===== src/rtl/mem_arbiter_n_if.sv =====
// ---------------------------------------------------------------------------
// mem_arbiter_n_if
// Purpose : bundles the N requesting L1 pmem channels and the single L2 port
//           used by mem_arbiter_n.
// Signals : ch_read/ch_write/ch_address/ch_wdata  channel requests (flattened)
//           ch_rdata/ch_resp                      channel completion
//           l2_read/l2_write/l2_address/l2_wdata  downstream request
//           l2_resp/l2_rdata                      downstream completion
// Modports: slave  - the arbiter (accepts channel requests, drives L2)
//           master - the environment (channel clients plus L2 memory)
// ---------------------------------------------------------------------------
interface mem_arbiter_n_if #(
  parameter int unsigned NUM_CH  = 2,
  parameter int unsigned ADDR_W  = 16,
  parameter int unsigned BLOCK_W = 256
);
  logic [NUM_CH-1:0]         ch_read;
  logic [NUM_CH-1:0]         ch_write;
  logic [NUM_CH*ADDR_W-1:0]  ch_address;
  logic [NUM_CH*BLOCK_W-1:0] ch_wdata;
  logic [BLOCK_W-1:0]        ch_rdata;
  logic [NUM_CH-1:0]         ch_resp;
  logic                      l2_read;
  logic                      l2_write;
  logic [ADDR_W-1:0]         l2_address;
  logic [BLOCK_W-1:0]        l2_wdata;
  logic                      l2_resp;
  logic [BLOCK_W-1:0]        l2_rdata;

  modport slave (
    input  ch_read, ch_write, ch_address, ch_wdata, l2_resp, l2_rdata,
    output ch_rdata, ch_resp, l2_read, l2_write, l2_address, l2_wdata
  );

  modport master (
    output ch_read, ch_write, ch_address, ch_wdata, l2_resp, l2_rdata,
    input  ch_rdata, ch_resp, l2_read, l2_write, l2_address, l2_wdata
  );
endinterface


===== src/rtl/mem_arbiter_n.sv =====
// ---------------------------------------------------------------------------
// mem_arbiter_n
// Purpose : arbitrates N L1 pmem channels onto one L2 port. One transaction
//           outstanding; winner chosen round-robin, downstream request
//           registered, completion returned combinationally.
// Ports   : clk    - clock, all state on posedge
//           reset  - asynchronous, active-high
//           bus    - mem_arbiter_n_if.slave (channel and L2 signals)
// Config  : MEM_ARB_FIXED_PRIO_EN defined -> fixed priority, lowest index wins
//           (no round-robin pointer). Undefined -> round-robin.
// ---------------------------------------------------------------------------
module mem_arbiter_n #(
  parameter int unsigned NUM_CH  = 2,
  parameter int unsigned ADDR_W  = 16,
  parameter int unsigned BLOCK_W = 256
) (
  input  logic           clk,
  input  logic           reset,
  mem_arbiter_n_if.slave bus
);

  localparam int unsigned PTR_W = (NUM_CH > 1) ? $clog2(NUM_CH) : 1;
  localparam int unsigned SUM_W = PTR_W + 1;

  localparam logic [0:0] S_IDLE = 1'b0;
  localparam logic [0:0] S_BUSY = 1'b1;

  logic [0:0]         r_state;
  logic [0:0]         w_state_nxt;
  logic [PTR_W-1:0]   r_grant;
  logic [PTR_W-1:0]   w_grant_nxt;
  logic               r_l2_read;
  logic               w_l2_read_nxt;
  logic               r_l2_write;
  logic               w_l2_write_nxt;
  logic [ADDR_W-1:0]  r_l2_address;
  logic [ADDR_W-1:0]  w_l2_address_nxt;
  logic [BLOCK_W-1:0] r_l2_wdata;
  logic [BLOCK_W-1:0] w_l2_wdata_nxt;

  logic [NUM_CH-1:0]  w_req;
  logic [PTR_W-1:0]   w_start;
  logic [SUM_W-1:0]   w_sum;
  logic               w_found;
  logic [PTR_W-1:0]   w_win;
  logic [ADDR_W-1:0]  w_sel_addr;
  logic [BLOCK_W-1:0] w_sel_wdata;
  logic               w_sel_read;
  logic               w_sel_write;

`ifdef MEM_ARB_FIXED_PRIO_EN
  // Scan always starts at channel 0: lowest index wins.
  assign w_start = '0;
`else
  logic [PTR_W-1:0]   r_rr_ptr;
  logic [PTR_W-1:0]   w_rr_ptr_nxt;
  logic [PTR_W-1:0]   w_grant_inc;

  assign w_start     = r_rr_ptr;
  // Channel after the current grant, wrapping NUM_CH-1 -> 0.
  assign w_grant_inc = (r_grant == PTR_W'(NUM_CH - 1)) ? '0 : r_grant + PTR_W'(1);
`endif

  assign w_req = bus.ch_read | bus.ch_write;

  // Winner: first requester scanning w_start, w_start+1, ... modulo NUM_CH.
  always_comb begin
    w_found = 1'b0;
    w_win   = '0;
    w_sum   = '0;
    for (int k = 0; k < NUM_CH; k++) begin
      w_sum = SUM_W'(w_start) + SUM_W'(k);
      if (w_sum >= SUM_W'(NUM_CH)) begin
        w_sum = w_sum - SUM_W'(NUM_CH);
      end
      if (!w_found && w_req[w_sum[PTR_W-1:0]]) begin
        w_found = 1'b1;
        w_win   = w_sum[PTR_W-1:0];
      end
    end
  end

  // Payload of the winning channel; read+write together resolves to write.
  always_comb begin
    w_sel_addr  = '0;
    w_sel_wdata = '0;
    w_sel_read  = 1'b0;
    w_sel_write = 1'b0;
    for (int i = 0; i < NUM_CH; i++) begin
      if (w_win == PTR_W'(i)) begin
        w_sel_addr  = bus.ch_address[i*ADDR_W +: ADDR_W];
        w_sel_wdata = bus.ch_wdata[i*BLOCK_W +: BLOCK_W];
        w_sel_write = bus.ch_write[i];
        w_sel_read  = bus.ch_read[i] & ~bus.ch_write[i];
      end
    end
  end

  // State register.
  always_ff @(posedge clk or posedge reset) begin
    if (reset) begin
      r_state <= S_IDLE;
    end else begin
      r_state <= w_state_nxt;
    end
  end

  // Grant, pointer and downstream request registers.
  always_ff @(posedge clk or posedge reset) begin
    if (reset) begin
      r_grant      <= '0;
      r_l2_read    <= 1'b0;
      r_l2_write   <= 1'b0;
      r_l2_address <= '0;
      r_l2_wdata   <= '0;
`ifndef MEM_ARB_FIXED_PRIO_EN
      r_rr_ptr     <= '0;
`endif
    end else begin
      r_grant      <= w_grant_nxt;
      r_l2_read    <= w_l2_read_nxt;
      r_l2_write   <= w_l2_write_nxt;
      r_l2_address <= w_l2_address_nxt;
      r_l2_wdata   <= w_l2_wdata_nxt;
`ifndef MEM_ARB_FIXED_PRIO_EN
      r_rr_ptr     <= w_rr_ptr_nxt;
`endif
    end
  end

  // Next-state and next-register logic.
  always_comb begin
    w_state_nxt      = r_state;
    w_grant_nxt      = r_grant;
    w_l2_read_nxt    = r_l2_read;
    w_l2_write_nxt   = r_l2_write;
    w_l2_address_nxt = r_l2_address;
    w_l2_wdata_nxt   = r_l2_wdata;
`ifndef MEM_ARB_FIXED_PRIO_EN
    w_rr_ptr_nxt     = r_rr_ptr;
`endif
    case (r_state)
      S_IDLE: begin
        if (w_found) begin
          w_state_nxt      = S_BUSY;
          w_grant_nxt      = w_win;
          w_l2_read_nxt    = w_sel_read;
          w_l2_write_nxt   = w_sel_write;
          w_l2_address_nxt = w_sel_addr;
          w_l2_wdata_nxt   = w_sel_wdata;
        end
      end
      S_BUSY: begin
        // Address/wdata stay at the captured copy; only the strobes drop.
        if (bus.l2_resp) begin
          w_state_nxt    = S_IDLE;
          w_l2_read_nxt  = 1'b0;
          w_l2_write_nxt = 1'b0;
`ifndef MEM_ARB_FIXED_PRIO_EN
          w_rr_ptr_nxt   = w_grant_inc;
`endif
        end
      end
      default: begin
        w_state_nxt = S_IDLE;
      end
    endcase
  end

  assign bus.l2_read    = r_l2_read;
  assign bus.l2_write   = r_l2_write;
  assign bus.l2_address = r_l2_address;
  assign bus.l2_wdata   = r_l2_wdata;
  assign bus.ch_rdata   = bus.l2_rdata;
  // Completion goes straight through to the granted channel only.
  assign bus.ch_resp    = (r_state == S_BUSY && bus.l2_resp) ? (NUM_CH'(1) << r_grant) : '0;

  a_rw_exclusive: assert property (@(posedge clk) disable iff (reset)
    ((bus.ch_read & bus.ch_write) == '0));
  a_resp_onehot: assert property (@(posedge clk) disable iff (reset)
    $onehot0(bus.ch_resp));

endmodule


===== src/flat_wrapper.sv =====
// flat-port wrapper written by rule: the top's interface ports become plain ports
module mem_arbiter_n_flat 
#(
  parameter int unsigned NUM_CH  = 2,
  parameter int unsigned ADDR_W  = 16,
  parameter int unsigned BLOCK_W = 256
)
  (clk, reset, bus_ch_read, bus_ch_write, bus_ch_address, bus_ch_wdata, bus_l2_resp, bus_l2_rdata, bus_ch_rdata, bus_ch_resp, bus_l2_read, bus_l2_write, bus_l2_address, bus_l2_wdata);
  mem_arbiter_n_if #(.NUM_CH(NUM_CH), .ADDR_W(ADDR_W), .BLOCK_W(BLOCK_W)) bus_i ();
  input  logic clk;
  input  logic reset;
  input wire logic [$bits(bus_i.ch_read)-1:0] bus_ch_read;
  input wire logic [$bits(bus_i.ch_write)-1:0] bus_ch_write;
  input wire logic [$bits(bus_i.ch_address)-1:0] bus_ch_address;
  input wire logic [$bits(bus_i.ch_wdata)-1:0] bus_ch_wdata;
  input wire logic [$bits(bus_i.l2_resp)-1:0] bus_l2_resp;
  input wire logic [$bits(bus_i.l2_rdata)-1:0] bus_l2_rdata;
  output wire logic [$bits(bus_i.ch_rdata)-1:0] bus_ch_rdata;
  output wire logic [$bits(bus_i.ch_resp)-1:0] bus_ch_resp;
  output wire logic [$bits(bus_i.l2_read)-1:0] bus_l2_read;
  output wire logic [$bits(bus_i.l2_write)-1:0] bus_l2_write;
  output wire logic [$bits(bus_i.l2_address)-1:0] bus_l2_address;
  output wire logic [$bits(bus_i.l2_wdata)-1:0] bus_l2_wdata;
  assign bus_i.ch_read = bus_ch_read;
  assign bus_i.ch_write = bus_ch_write;
  assign bus_i.ch_address = bus_ch_address;
  assign bus_i.ch_wdata = bus_ch_wdata;
  assign bus_i.l2_resp = bus_l2_resp;
  assign bus_i.l2_rdata = bus_l2_rdata;
  assign bus_ch_rdata = bus_i.ch_rdata;
  assign bus_ch_resp = bus_i.ch_resp;
  assign bus_l2_read = bus_i.l2_read;
  assign bus_l2_write = bus_i.l2_write;
  assign bus_l2_address = bus_i.l2_address;
  assign bus_l2_wdata = bus_i.l2_wdata;
  mem_arbiter_n #(.NUM_CH(NUM_CH), .ADDR_W(ADDR_W), .BLOCK_W(BLOCK_W)) u_core (.clk(clk), .reset(reset), .bus(bus_i));
endmodule

===== config.mk =====
export PLATFORM = sky130hd
export DESIGN_NAME = mem_arbiter_n_flat
export DESIGN_NICKNAME = d
export VERILOG_FILES = /design/src/rtl/mem_arbiter_n_if.sv /design/src/rtl/mem_arbiter_n.sv /design/src/flat_wrapper.sv
export SDC_FILE = /design/constraint.sdc
export NUM_CORES = 1
export LEC_CHECK = 0
export BUFFER_PORTS_ARGS = -buffer_cell sky130_fd_sc_hd__buf_2
export CAP_MARGIN = 20
export CORE_AREA = 3 3 519 521
export CTS_BUF_LIST = sky130_fd_sc_hd__clkbuf_8
export CTS_CLUSTER_SIZE = 24
export DETAILED_ROUTE_END_ITERATION = 10
export DIE_AREA = 0 0 522 524
export HOLD_SLACK_MARGIN = 0.03
export PLACE_DENSITY = 0.3
export SLEW_MARGIN = 20
export SYNTH_ARGS = -nofsm -noshare
export SYNTH_HDL_FRONTEND = slang
export SYNTH_SLANG_ARGS = --single-unit

===== constraint.sdc =====
create_clock -name clk -period 12.7 [get_ports clk]
set_clock_uncertainty 0.15 [all_clocks]
set_input_delay 3.175 -clock clk [delete_from_list [all_inputs] [get_ports clk]]
set_output_delay 3.175 -clock clk [all_outputs]
set_load 0.05 [all_outputs]

==> impl_metrics.env <==
export IMPL_ant_nets=0
export IMPL_overflow=0
export IMPL_h_tree_depth=3
export IMPL_timing_fmax_ghz=0.140
export IMPL_worstHoldPathType="reg2reg"
export IMPL_place_hpwl_um=132000
export IMPL_top_layer_used="met5"
export IMPL_synthFlopType="dfrtp_1"
export IMPL_gp_congestion=0.848
export IMPL_met2_length_um=79900
export IMPL_root_buffer="clkbuf_8"
export IMPL_antenna_found_initial=27
export IMPL_period_share=0.561
export IMPL_clk_pin_slew_ps=50
export IMPL_layout_drive_gt1_share=0.459
export IMPL_ir_worst_vdd_mv=0.0616
export IMPL_yosysTopAreaCell="dfrtp_1"
export IMPL_synth_edff_count=0
export IMPL_area_growth_pct=47.0
export IMPL_grtUsageTotal=0.114
export IMPL_synthTopCellsByCount="277 x dfrtp_1, 273 x o21ai_0, 272 x a2bb2oi_1, 272 x a311oi_1, 257 x buf_4"
export IMPL_drtIter0Drc=956
export IMPL_cts_tree="built"
export IMPL_power_density_nw_per_um2=185
export IMPL_drtPass1Iterations=5
export IMPL_die_area_um2=274000
export IMPL_routed_wl_um=164000
export IMPL_finalPower_mw=4.34
export IMPL_cp_required_ps=9380
export IMPL_port_buffer_count=826
export IMPL_num_rows=189
export IMPL_netlist_instances=1588
export IMPL_tightest_slew_ps=1080
export IMPL_relSlewSlack=0.279
export IMPL_wl_met3_um=27900
export IMPL_cts_max_path_buffers=3
export IMPL_synth_area_per_cell_um2=10.1
export IMPL_grt_setup_unrepaired="no"
export IMPL_multi_input_area_um2=6330
export IMPL_synthesis_area_um2=16000
export IMPL_p_leak_nw=8.84
export IMPL_cap_viol_max_count=0
export IMPL_hold_depth=1
export IMPL_fillers=31000
export IMPL_fin_tns_setup_ps=0
export IMPL_cp_end_kind="output pin"
export IMPL_ff2ff_path_depth=5
export IMPL_start_util=0.0603
export IMPL_postCtsSetupBuffers=0
export IMPL_synthArstFlopShare=1.00
export IMPL_via_per_inst=2.94
export IMPL_setup_viol=0
export IMPL_cts_made_buffers=68
export IMPL_grt_pass1_wl_um=203000
export IMPL_synthTopCellsByArea="dfrtp_1 43%, a2bb2oi_1 15%, a311oi_1 15%, buf_4 12%, o21ai_0 8.5%"
export IMPL_die_height_um=524
export IMPL_crit_type="in2out"
export IMPL_dp_cells=5511
export IMPL_postCtsHoldBufs=0
export IMPL_regArea_um2=6940
export IMPL_crit_fanout=5
export IMPL_ys_ff_latch=277
export IMPL_cts_sinks=277
export IMPL_outcome="completed"
export IMPL_ys_seq_area_frac=0.434
export IMPL_wl_per_cell_um=29.1
export IMPL_hold_viol_final=0
export IMPL_grt_pass1_vias=17700
export IMPL_grt_max_degree=134
export IMPL_wl_met1_um=48000
export IMPL_drc_errors=0
export IMPL_clk_latency_ps=700
export IMPL_coreArea_um2=265000
export IMPL_synthesis_nets=2395
export IMPL_cp_start_kind="primary input"
export IMPL_nets=2855
export IMPL_cts_resized=0
export IMPL_final_cell_count_no_fill=5643
export IMPL_drv_slew=0
export IMPL_io_pins=1339
export IMPL_yosysWarnings=0
export IMPL_synth_top_area_share=0.434
export IMPL_yosysMostFrequentCell="dfrtp_1"
export IMPL_arrival_ps=3800
export IMPL_period_minus_slack_ps=7130
export IMPL_vias=16600
export IMPL_die_x_um=522
export IMPL_synth_cell_types=25
==> cell type report <==
cell class,count,share of cell area
clock buffer,82,0.0480
inverter,1,0.000479
clock inverter,38,0.00910
sequential,277,0.295
timing repair buffer,858,0.188
antenna,12,0.00128
tap,3533,0.188
multi-input combinational,842,0.270
==> stage by stage <==
step                hold WS (ps)  worst slack, ps  cell area, um^2    util
global placement             364             5530            22100  0.0835
floorplan                    321             1740            16000       -
detailed placement           369             5580            22100  0.0835
finish                       381             5570            23500  0.0886
CTS                          382             5580            23500  0.0885
global route                 401             5550            23500  0.0886
==> layout by cell type, fill, tap and decap left out, types with 2 or more instances in the layout <==
| cell type | count |
|---|---|
| buf_12 | 4 |
| inv_6 | 2 |
| clkbuf_8 | 82 |
| a21oi_1 | 2 |
| nor2_4 | 2 |
| clkinv_2 | 6 |
| dfrtp_1 | 276 |
| nor2_1 | 3 |
| buf_2 | 826 |
| inv_8 | 2 |
| diode_2 | 12 |
| inv_1 | 25 |
| buf_4 | 28 |
| o21ai_0 | 273 |
| nand2_1 | 3 |
| a311oi_1 | 272 |
| a2bb2oi_1 | 272 |
| clkinvlp_4 | 2 |
==> state kept, by name, indices dropped and copies added (netlist names) <==
| name | cells |
|---|---|
| u_core.bus.l2_address | 16 |
| u_core.bus.l2_read | 1 |
| u_core.bus.l2_wdata | 256 |
| u_core.bus.l2_write | 1 |
| u_core.r_grant | 1 |
| u_core.r_rr_ptr | 1 |
| u_core.r_state | 1 |
==> report_power, final <==
part	switching, mW	internal [mW]	total, mW
clock network	0.549	0.606	1.16
logic	1.50	0.452	1.95
registers	0.145	1.09	1.23
total	2.19	2.14	4.34
==> metal layers <==
layer / track usage / vias up
li1: - / 6996
met1: 0.0981 / 8195
met2: 0.194 / 1107
met3: 0.0858 / 284
met4: 0.0510 / 8
met5: 0.000866 / -
==> critical path, cell delays in order <==
cell,delay (ps)
buf_2,120
nand2_1,90
nor2_1,130
buf_2,280
==> cells by family after synthesis <==
family	Yosys count	synth area share
simple gates	14	0.00525
compound gates	827	0.388
mux	1	0.000626
flops	277	0.434
buf+inv	469	0.172
==> final timing paths <==
path,startpoint,endpoint,slack (ps)
worst max-delay path,bus_l2_resp,bus_ch_resp[0],5570
worst min-delay path,u_core.bus.l2_wdata[131],u_core.bus.l2_wdata[131],380
worst max register to register,u_core.r_rr_ptr,u_core.bus.l2_wdata[171],9370
worst min register to register,u_core.bus.l2_wdata[131],u_core.bus.l2_wdata[131],380
max in group asynchronous,reset,u_core.bus.l2_address[11],7790
min in group asynchronous,reset,u_core.bus.l2_wdata[135],2430
(Power assumes the default switching activity.)
